## src/rtl/keccak_round_ctrl_if.sv

```systemverilog
// Round-constant table and iota lane bus for keccak_round_ctrl.
// master is the permutation/table side, slave is the round controller.
interface keccak_round_ctrl_if;
  logic [4:0]  lut_addr;
  logic [63:0] lut_q;
  logic [63:0] lane_in;
  logic        lane_valid;
  logic        lane_ready;
  logic [63:0] lane_out;
  logic        lane_out_valid;

  modport master (
    output lut_q,
    output lane_in,
    output lane_valid,
    input  lut_addr,
    input  lane_ready,
    input  lane_out,
    input  lane_out_valid
  );

  modport slave (
    input  lut_q,
    input  lane_in,
    input  lane_valid,
    output lut_addr,
    output lane_ready,
    output lane_out,
    output lane_out_valid
  );
endinterface

```

## src/rtl/keccak_round_ctrl.sv

```systemverilog
// Keccak-f[1600] round sequencer and iota stage.
// Steps rounds 0..NR-1 and XORs each round constant into A[0][0].
module keccak_round_ctrl #(
  parameter int NR      = 24,
  parameter int LUT_LAT = 1
) (
  input  logic               clk,
  input  logic               rst,
  input  logic               start,
  output logic [4:0]         round_idx,
  output logic               busy,
  output logic               done,
  keccak_round_ctrl_if.slave bus
);

  localparam int CW = (LUT_LAT > 1) ? $clog2(LUT_LAT + 1) : 1;
  localparam logic [4:0]    LAST = 5'(NR - 1);
  localparam logic [CW-1:0] LAT  = CW'(LUT_LAT);

  typedef enum logic [1:0] {
    S_IDLE,
    S_SETTLE,
    S_WAIT,
    S_FINISH
  } state_t;

  state_t        state, state_n;
  logic [4:0]    round_q, round_n;
  logic [CW-1:0] cnt, cnt_n;
  logic [63:0]   out_q, out_n;
  logic          lov_q, lov_n;
  logic          done_q, done_n;

  always_ff @(posedge clk or negedge rst) begin
    if (!rst) begin
      state   <= S_IDLE;
      round_q <= '0;
      cnt     <= '0;
      out_q   <= '0;
      lov_q   <= 1'b0;
      done_q  <= 1'b0;
    end else begin
      state   <= state_n;
      round_q <= round_n;
      cnt     <= cnt_n;
      out_q   <= out_n;
      lov_q   <= lov_n;
      done_q  <= done_n;
    end
  end

  always_comb begin
    state_n = state;
    round_n = round_q;
    cnt_n   = cnt;
    out_n   = out_q;
    lov_n   = 1'b0;
    done_n  = 1'b0;
    unique case (state)
      S_IDLE: begin
        if (start) begin
          state_n = S_SETTLE;
          round_n = '0;
          cnt_n   = LAT;
        end
      end
      S_SETTLE: begin
        // Saturating so a zero-latency table still costs one cycle
        cnt_n = (cnt == '0) ? '0 : cnt - CW'(1);
        if (cnt <= CW'(1)) state_n = S_WAIT;
      end
      S_WAIT: begin
        if (bus.lane_valid) begin
          out_n = bus.lane_in ^ bus.lut_q;
          lov_n = 1'b1;
          if (round_q == LAST) begin
            state_n = S_FINISH;
          end else begin
            round_n = round_q + 5'd1;
            cnt_n   = LAT;
            state_n = S_SETTLE;
          end
        end
      end
      S_FINISH: begin
        done_n  = 1'b1;
        round_n = '0;
        state_n = S_IDLE;
      end
      default: state_n = S_IDLE;
    endcase
  end

  assign bus.lut_addr       = round_q;
  assign bus.lane_ready     = (state == S_WAIT);
  assign bus.lane_out       = out_q;
  assign bus.lane_out_valid = lov_q;
  assign round_idx          = round_q;
  assign busy               = (state != S_IDLE);
  assign done               = done_q;

endmodule

```

## src/flat_wrapper.sv

```systemverilog
// flat-port wrapper written by rule: the top's interface ports become plain ports
module keccak_round_ctrl_flat 
#(
  parameter int NR      = 24,
  parameter int LUT_LAT = 1
)
  (clk, rst, start, round_idx, busy, done, bus_lut_q, bus_lane_in, bus_lane_valid, bus_lut_addr, bus_lane_ready, bus_lane_out, bus_lane_out_valid);
  keccak_round_ctrl_if bus_i ();
  input  logic clk;
  input  logic rst;
  input  logic start;
  output logic [4:0] round_idx;
  output logic busy;
  output logic done;
  input wire logic [$bits(bus_i.lut_q)-1:0] bus_lut_q;
  input wire logic [$bits(bus_i.lane_in)-1:0] bus_lane_in;
  input wire logic [$bits(bus_i.lane_valid)-1:0] bus_lane_valid;
  output wire logic [$bits(bus_i.lut_addr)-1:0] bus_lut_addr;
  output wire logic [$bits(bus_i.lane_ready)-1:0] bus_lane_ready;
  output wire logic [$bits(bus_i.lane_out)-1:0] bus_lane_out;
  output wire logic [$bits(bus_i.lane_out_valid)-1:0] bus_lane_out_valid;
  assign bus_i.lut_q = bus_lut_q;
  assign bus_i.lane_in = bus_lane_in;
  assign bus_i.lane_valid = bus_lane_valid;
  assign bus_lut_addr = bus_i.lut_addr;
  assign bus_lane_ready = bus_i.lane_ready;
  assign bus_lane_out = bus_i.lane_out;
  assign bus_lane_out_valid = bus_i.lane_out_valid;
  keccak_round_ctrl #(.NR(NR), .LUT_LAT(LUT_LAT)) u_core (.clk(clk), .rst(rst), .start(start), .round_idx(round_idx), .busy(busy), .done(done), .bus(bus_i));
endmodule
```

## config.mk

```make
export PLATFORM = sky130hd
export DESIGN_NAME = keccak_round_ctrl_flat
export DESIGN_NICKNAME = d
export VERILOG_FILES = /design/src/rtl/keccak_round_ctrl_if.sv /design/src/rtl/keccak_round_ctrl.sv /design/src/flat_wrapper.sv
export SDC_FILE = /design/constraint.sdc
export NUM_CORES = 1
export LEC_CHECK = 0
export ABC_CLOCK_PERIOD_IN_PS = 1950
export CELL_PAD_IN_SITES_DETAIL_PLACEMENT = 1
export CELL_PAD_IN_SITES_GLOBAL_PLACEMENT = 1
export CORE_UTILIZATION = 26
export CTS_CLUSTER_SIZE = 10
export DETAILED_ROUTE_END_ITERATION = 12
export PLACE_DENSITY = 0.77
export SETUP_SLACK_MARGIN = 0.4
export SYNTH_ARGS = -nofsm -noshare
export SYNTH_HDL_FRONTEND = slang
export SYNTH_SLANG_ARGS = --single-unit
export TNS_END_PERCENT = 10
```

## constraint.sdc

```tcl
create_clock -name clk -period 1.95 [get_ports clk]
set_input_delay 0.2925 -clock clk [delete_from_list [all_inputs] [get_ports clk]]
set_output_delay 0.2925 -clock clk [all_outputs]
set_load 0.005 [all_outputs]
```

==> results of run 1 <==
## metal layers
| metal | vias up | share of wire, % | GRT usage (%) |
|---|---|---|---|
| li1 | 1529 | - | - |
| met1 | 1547 | 38 | 17.9 |
| met2 | 132 | 51 | 29.8 |
| met3 | 12 | 9.0 | 5.09 |
| met4 | 0 | 1.4 | 5.64 |
| met5 | - | 0 | 0 |
## registers in the layout, indices dropped and copies added, names as in the netlist
signal / cells
u_core.state: 2
u_core.done: 1
u_core.bus.lane_out: 64
u_core.bus.lane_out_valid: 1
u_core.bus.lut_addr: 5
## cell usage after synthesis
cell type                  number  area (sq um)
sky130_fd_sc_hd__and2_1         1          6.26
sky130_fd_sc_hd__a21oi_1       64           320
sky130_fd_sc_hd__inv_1          4          15.0
sky130_fd_sc_hd__or2b_1         1          7.51
sky130_fd_sc_hd__o32a_1         1          10.0
sky130_fd_sc_hd__a31oi_1        3          18.8
sky130_fd_sc_hd__dfrtp_1       73          1830
sky130_fd_sc_hd__nor2b_1        1          6.26
sky130_fd_sc_hd__o31ai_1        5          37.5
sky130_fd_sc_hd__clkbuf_1       4          15.0
sky130_fd_sc_hd__nor4_1         1          6.26
sky130_fd_sc_hd__or3_1          2          12.5
sky130_fd_sc_hd__buf_2         12          60.1
sky130_fd_sc_hd__ha_1           5          62.6
sky130_fd_sc_hd__buf_6          1          11.3
sky130_fd_sc_hd__nor2_1        65           244
sky130_fd_sc_hd__nor2b_4        1          13.8
sky130_fd_sc_hd__xnor2_1       64           561
sky130_fd_sc_hd__and4b_4        1          13.8
sky130_fd_sc_hd__nand2b_1       2          12.5
sky130_fd_sc_hd__nand2_1        2          7.51
sky130_fd_sc_hd__buf_4          5          37.5
sky130_fd_sc_hd__o311ai_1       3          26.3
sky130_fd_sc_hd__a211oi_1       1          7.51
sky130_fd_sc_hd__or4_1          1          7.51
sky130_fd_sc_hd__nand3_1        8          40.0
sky130_fd_sc_hd__and2b_1        1          7.51
## where the power goes
group          internal, W  leakage [nW]  switching (W)
Sequential         0.00223         0.817       0.000404
Combinational      0.00229          1.50        0.00156
Clock             0.000918         0.129       0.000568
## what timing repair did
item / in CTS / in global routing
resized for setup: 20 / 17
pin swaps: 2 / 3
endpoints found under the hold margin: 35 / 0
endpoints found under the setup margin: 79 / 79
buffers inserted: 10 / 4
hold buffers: 1 / 0
cloned: 2 / 0
## area by class of cell
type	count	area [sq um]	area share [%]
Clock buffer	14	264	4.23
Inverter	4	17.5	0.281
Multi-Input combinational cell	233	1550	24.8
Sequential cell	73	1830	29.4
Tap cell	172	215	3.45
Timing Repair Buffer	229	2360	37.9
## worst max path at each step
stage / startpoint / endpoint / slack, ps / cells after the start
global placement: start / u_core.bus.lut_addr[2] / 240 / 4
detailed placement: u_core.state[0] / u_core.bus.lane_out[37] / 150 / 6
global route: u_core.state[0] / u_core.bus.lut_addr[4] / 190 / 6
finish: u_core.state[1] / u_core.bus.lut_addr[0] / 260 / 6
CTS: u_core.bus.lut_addr[2] / round_idx[2] / 260 / 1
floorplan: u_core.state[1] / u_core.bus.lut_addr[4] / 390 / 6
## stage by stage
stage | std cells | hold WS (ps) | util, % | cell area, sq um
floorplan | 332 | -3.09 | - | 3400
global placement | 694 | 281 | 44.5 | 5640
detailed placement | 694 | 289 | 44.5 | 5640
CTS | 721 | 508 | 48.3 | 6120
global route | 725 | 530 | 49.2 | 6240
finish | 725 | 498 | 49.2 | 6240
## cell families (layout without fill, tap and decap cells)
| family | Yosys count | count (layout) | synth area share (%) |
|---|---|---|---|
| XOR/XNOR | 64 | 64 | 16.5 |
| AND/OR/NAND/NOR | 87 | 87 | 11.4 |
| buffers and inverters | 26 | 247 | 4.09 |
| adder cells (fa/ha/maj) | 5 | 5 | 1.84 |
| AO/OA/AOI/OAI | 77 | 77 | 12.4 |
| flip-flops | 73 | 73 | 53.8 |
## cells in the final DEF, fill, tap and decap left out, types with 2 or more instances in the layout
master / instances
sky130_fd_sc_hd__clkdlybuf4s50_1: 203
sky130_fd_sc_hd__nor2b_4: 2
sky130_fd_sc_hd__clkbuf_8: 2
sky130_fd_sc_hd__nand2_1: 2
sky130_fd_sc_hd__ha_4: 2
sky130_fd_sc_hd__ha_1: 2
sky130_fd_sc_hd__or3_4: 2
sky130_fd_sc_hd__buf_6: 2
sky130_fd_sc_hd__clkbuf_16: 9
sky130_fd_sc_hd__buf_4: 11
sky130_fd_sc_hd__dlymetal6s2s_1: 3
sky130_fd_sc_hd__buf_12: 3
sky130_fd_sc_hd__buf_16: 2
sky130_fd_sc_hd__xnor2_1: 64
sky130_fd_sc_hd__o31ai_1: 3
sky130_fd_sc_hd__dfrtp_1: 69
sky130_fd_sc_hd__nand2b_1: 2
sky130_fd_sc_hd__a31oi_1: 3
sky130_fd_sc_hd__o311ai_2: 2
sky130_fd_sc_hd__nand3_1: 8
sky130_fd_sc_hd__clkbuf_1: 3
sky130_fd_sc_hd__a21oi_1: 63
sky130_fd_sc_hd__nor2_1: 65
sky130_fd_sc_hd__dfrtp_2: 4
sky130_fd_sc_hd__inv_1: 2
==> run_results.csv, run 1 <==
group,metric,value,unit
grt,grt.overflow.total,0,
timing,tightestPinTransition,486,ps
flow_run,cap_violations,0,
place,post-dp-hpwl,8.16,mm
clock_network,htree_depth,3,
logic_synthesis,syn_nets,469,
worst_setup_path,worst_path_largest_cell_delay,430,ps
detailed_routing,initialDrtViolationCount,85,
grt,antenna_found_initial,0,
status,run_status,"completed",
clock_network,clock_insertion_delay_worst_skew,320,ps
grt,vias_in_the_first_global_route,3382,
clock_network,cts_inserted_buffers,9,
worst_setup_path,critPathSlowestCell,"sky130_fd_sc_hd__dfrtp_2",
detailed_routing,routed_wl,11.3,mm
cells_and_area,final_layout_size_suffix_gt1_share,9.76,%
clock_network,tritoncts,"yes",
worst_setup_path,r2r-start,"u_core.state[1]",
pwr,power.total,0.00797,W
grt,wire_length_of_the_first_global_routing_pass,16.9,mm
floorplan,die_x,116,microns
cells_and_area,areaGrowthSynthToFinish,83.7,%
worst_setup_path,worstSetupStartpointType,"register",
worst_setup_path,crit_path_end_kind,"register",
pwr,vdd.ir_drop.worst,0.726,mV
worst_setup_path,crit_arrival,1910,ps
timing,finalCriticalPeriod,1690,ps
cells_and_area,nNetsFinal,687,
worst_setup_path,critical_path.n_buffers_inverters,2,
pwr,total_leakage_power,2.45,nW
timing,report.final.setup_viol,0,
floorplan,top_level_ports,210,
detailed_routing,drt_pre_antenna_iters,4,
clock_network,numClockSinks,73,
timing,setup_ws,263,ps
worst_setup_path,reg2regPathDepth,6,
floorplan,initial_utilization,26.8,%
grt,grt_start_max_net_pins,39,
timing,final-hold-violation-count,0,
detailed_routing,post_drt_via_cell_ratio,4.44,
worst_setup_path,rrSetupSlack,260,ps
grt,grt_util_all_layers,16.4,%
place,detailedPlace.worstSlack,153,ps
timing,layout_worst_path_cycle_share,86.5,%
timing,setup_total_negative_slack,0,ps
detailed_routing,route.detailed.drc,0,
timing,unrepaired_setup_endpoints_after_global_routing,"true",
logic_synthesis,synth_cell_type_count,27,
clock_network,clk_pin_slew,60,ps
logic_synthesis,postSynthRegisterBits,73,
timing,max_slew_margin,67.6,%
logic_synthesis,syn_avg_cell_area,10.2,sq um
worst_setup_path,timing.critical_path.cells,"buf_6 -> ha_4 -> buf_8 -> nor2b_4 -> or3_4 -> o311ai_2",
floorplan,coreArea,0.0127,sq mm
detailed_routing,detailroute.via_count,3220,
logic_synthesis,synthesis.area,0.00339,sq mm
detailed_routing,wire_per_inst,15.6,microns
floorplan,dieHeight,116,microns
worst_setup_path,timing.rr.end,"u_core.bus.lut_addr[0]",
worst_setup_path,cpLargestDelayFamily,"simple AND/OR/NAND/NOR gates",
hold_path,worst_hold_path_type,"input port to async pin",
logic_synthesis,synth_sequential_area_ratio,53.8,%
cells_and_area,number_of_antenna_cells_inserted,0,
logic_synthesis,post_synth_inst_count,332,
worst_setup_path,critPathRequiredTime,2170,ps
cells_and_area,num-fill-cells,1405,
clock_network,clock_path_buffers,2,
clock_network,root_buffer_cell,"sky130_fd_sc_hd__clkbuf_16",
worst_setup_path,timing.critical_path.fanout_max,8,
detailed_routing,drtAntennaViolNets,0,
place,port_buffers,209,
floorplan,die_area,0.0135,sq mm
worst_setup_path,critPathKind,"register to register",
place,gpl.final_weighted_congestion,0.715,
floorplan,row_count,41,
pwr,power_density,1280,mW/mm^2
timing,timing.final.max_slew_violations,0,
timing,max_freq,0.593,GHz
timing,finClkSkew,9.05,ps
logic_synthesis,warnings_from_yosys,0,
Note: power is estimated with default switching activity, not from simulation.
==> run 2, diff against run 1 <==
- CTS_CLUSTER_DIAMETER: default -> 40
==> results of run 2 <==
No change in the layout: final DEF, timing and power equal those of run 1.
==> run 3, diff against run 2 <==
- ABC_CLOCK_PERIOD_IN_PS: 1950 -> 1850
- CAP_MARGIN: default -> 0
- clock period: 1.95 -> 1.85 ns (I/O delays scaled with it)
==> run 3 against run 2 <==
- sequential share of layout area is 0.39 points lower
- die area stayed put
- clock power is 26% higher
- first-iteration DRC count is 31% higher
- global-route usage is 0.31 points lower
- clock skew is 4.1 ps higher
- critical endpoint is now round_idx[4]
==> run_results.csv, run 3 (same netlist as run 1, synthesis figures left out) <==
group,metric,value,unit
status,run_status,"completed",
detailed_routing,drtAntennaViolNets,0,
grt,grt_start_max_net_pins,68,
detailed_routing,post_drt_via_cell_ratio,4.45,
grt,wire_length_of_the_first_global_routing_pass,16.5,mm
cells_and_area,max_reg_flops,64,
grt,global_route.usage.met2,29.1,%
floorplan,top_level_ports,210,
place,detailed_place.area,0.00565,sq mm
clock_network,numClockSinks,73,
pwr,p_sw_share,31.2,%
grt,grtUsageMet3,4.57,%
clock_network,root_buffer_cell,"sky130_fd_sc_hd__clkbuf_16",
pwr,power_density,1380,mW/mm^2
clock_network,clock_path_buffers,2,
cells_and_area,areaGrowthSynthToFinish,86.0,%
place,port_buffers,209,
worst_setup_path,worstSetupStartpointType,"register",
grt,vias_in_the_first_global_route,3349,
worst_setup_path,crit_path_end_kind,"primary output",
cells_and_area,top_library_cells_by_usage_in_the_layout_fill_and_taps_aside,"sky130_fd_sc_hd__clkdlybuf4s50_1, sky130_fd_sc_hd__dfrtp_1, sky130_fd_sc_hd__xnor2_1, sky130_fd_sc_hd__a21oi_1, sky130_fd_sc_hd__nor2_1",
floorplan,die_x,116,microns
worst_setup_path,timing.critical_path.cells,"clkdlybuf4s50_1",
floorplan,row_count,41,
floorplan,initial_utilization,26.8,%
hold_path,worst_hold_path_type,"input port to async pin",
grt,global_route.peak_usage_layer,"met2",
detailed_routing,initialDrtViolationCount,111,
worst_setup_path,reg2regPathDepth,6,
worst_setup_path,timing.critical_path.fanout_max,6,
clock_network,htree_depth,3,
timing,layout_worst_path_cycle_share,92.3,%
floorplan,die_area,0.0135,sq mm
timing,finalHoldWorstSlack,488,ps
detailed_routing,routed_wl,11.5,mm
clock_network,clock_insertion_delay_worst_skew,340,ps
worst_setup_path,cpLargestDelayFamily,"buffers and inverters",
cells_and_area,mostFrequentLayoutCell,"sky130_fd_sc_hd__clkdlybuf4s50_1",
pwr,power.clock.fraction,21.4,%
worst_setup_path,critical_path_cell_count,1,
timing,tightestPinTransition,509,ps
cells_and_area,num-fill-cells,1425,
detailed_routing,detailroute.via_count,3262,
worst_setup_path,worst_path_largest_cell_delay,570,ps
timing,max_freq,0.585,GHz
timing,unrepaired_setup_endpoints_after_global_routing,"true",
place,gpl.final_weighted_congestion,0.753,
timing,timing.final.max_slew_violations,0,
worst_setup_path,critPathKind,"register to primary output",
worst_setup_path,critical_path.n_buffers_inverters,1,
cells_and_area,number_of_antenna_cells_inserted,0,
timing,setup_total_negative_slack,0,ps
pwr,total_leakage_power,2.47,nW
timing,report.final.setup_viol,0,
worst_setup_path,critPathRequiredTime,1570,ps
pwr,power.share.sequential,31.4,%
cells_and_area,fin_cells,733,
grt,antenna_found_initial,0,
floorplan,coreArea,0.0127,sq mm
cells_and_area,final_layout_size_suffix_gt1_share,11.2,%
pwr,internal_power,0.00600,W
timing,final-hold-violation-count,0,
clock_network,cts_inserted_buffers,9,
clock_network,tritoncts,"yes",
detailed_routing,route.detailed.drc,0,
floorplan,dieHeight,116,microns
place,post-place-cells,695,
timing,finalCriticalPeriod,1710,ps
pwr,power.net_switching,0.00272,W
worst_setup_path,crit_arrival,1430,ps
place,post-dp-hpwl,8.13,mm
cells_and_area,fin_area,0.00631,sq mm
grt,grt.overflow.total,0,
grt,grt_util_all_layers,16.1,%
worst_setup_path,critPathSlowestCell,"sky130_fd_sc_hd__clkdlybuf4s50_1",
timing,finClkSkew,13.2,ps
detailed_routing,wire_per_inst,15.7,microns
cells_and_area,final_core_util,49.8,%
pwr,vdd.ir_drop.worst,0.668,mV
detailed_routing,drt_pre_antenna_iters,4,
flow_run,cap_violations,0,
grt,globalRouteMet1Util,17.2,%
cells_and_area,nNetsFinal,693,
timing,max_slew_margin,66.1,%
pwr,p_comb_share,47.1,%
clock_network,clk_pin_slew,60,ps
## run 3: power by group through the flow
stage | clock network [W] | logic [W] | registers [W]
CTS | 0.00193 | 0.00395 | 0.00275
detailed placement | 0 | 0.00362 | 0.00278
floorplan | 0 | 0.00130 | 0.00282
global route | 0.00198 | 0.00445 | 0.00284
global placement | 0 | 0.00350 | 0.00273
finish | 0.00187 | 0.00411 | 0.00274
## run 3: path summary, 6_finish.rpt
check,from,end,slack [ps]
setup reg to reg,u_core.state[1],u_core.bus.lut_addr[3],160
hold reg to reg,u_core.bus.lane_out[31],u_core.bus.lane_out[31],520
max in group asynchronous,rst,u_core.bus.lane_out[36],770
hold / removal,rst,u_core.bus.lane_out[46],490
min in group clk,u_core.bus.lane_out[31],u_core.bus.lane_out[31],520
setup / recovery,u_core.bus.lut_addr[4],round_idx[4],140
## run 3: metrics by stage
step	total power, W	setup slack (ps)
after floorplan	0.00412	292
after global placement	0.00622	195
after detailed placement	0.00641	72.8
after CTS	0.00863	202
after global routing	0.00927	122
final	0.00873	142
## run 3: worst register-to-register path, delay by kind of cell, from the launching register on
kind,cells,cell delay (ps)
flip-flops,1,420
buffers and inverters,2,260
adder cells (fa/ha/maj),1,170
AO/OA/AOI/OAI,1,260
AND/OR/NAND/NOR,2,500
## run 3: final cells by class
| type | instances | area, sq um | share of cell area [%] |
|---|---|---|---|
| Clock buffer | 12 | 246 | 3.90 |
| Sequential cell | 73 | 1830 | 29.0 |
| Tap cell | 172 | 215 | 3.41 |
| Timing Repair Buffer | 234 | 2390 | 37.8 |
| Inverter | 4 | 15.0 | 0.238 |
| Clock inverter | 4 | 76.3 | 1.21 |
| Multi-Input combinational cell | 234 | 1540 | 24.5 |
## run 3: timing repair
action,4_1_cts,5_1_grt
resized for setup,23,11
cloned,1,2
setup endpoints to repair,150,150
pin swaps,10,1
buffers inserted,12,6
hold buffers,1,0
hold endpoints to repair,37,0
## run 3: metal layers
layer  routed length, microns  part of all wire, %
met5                        0                    0
met1                     4340                   38
met3                      914                  7.9
met2                     6080                   53
met4                      181                  1.6
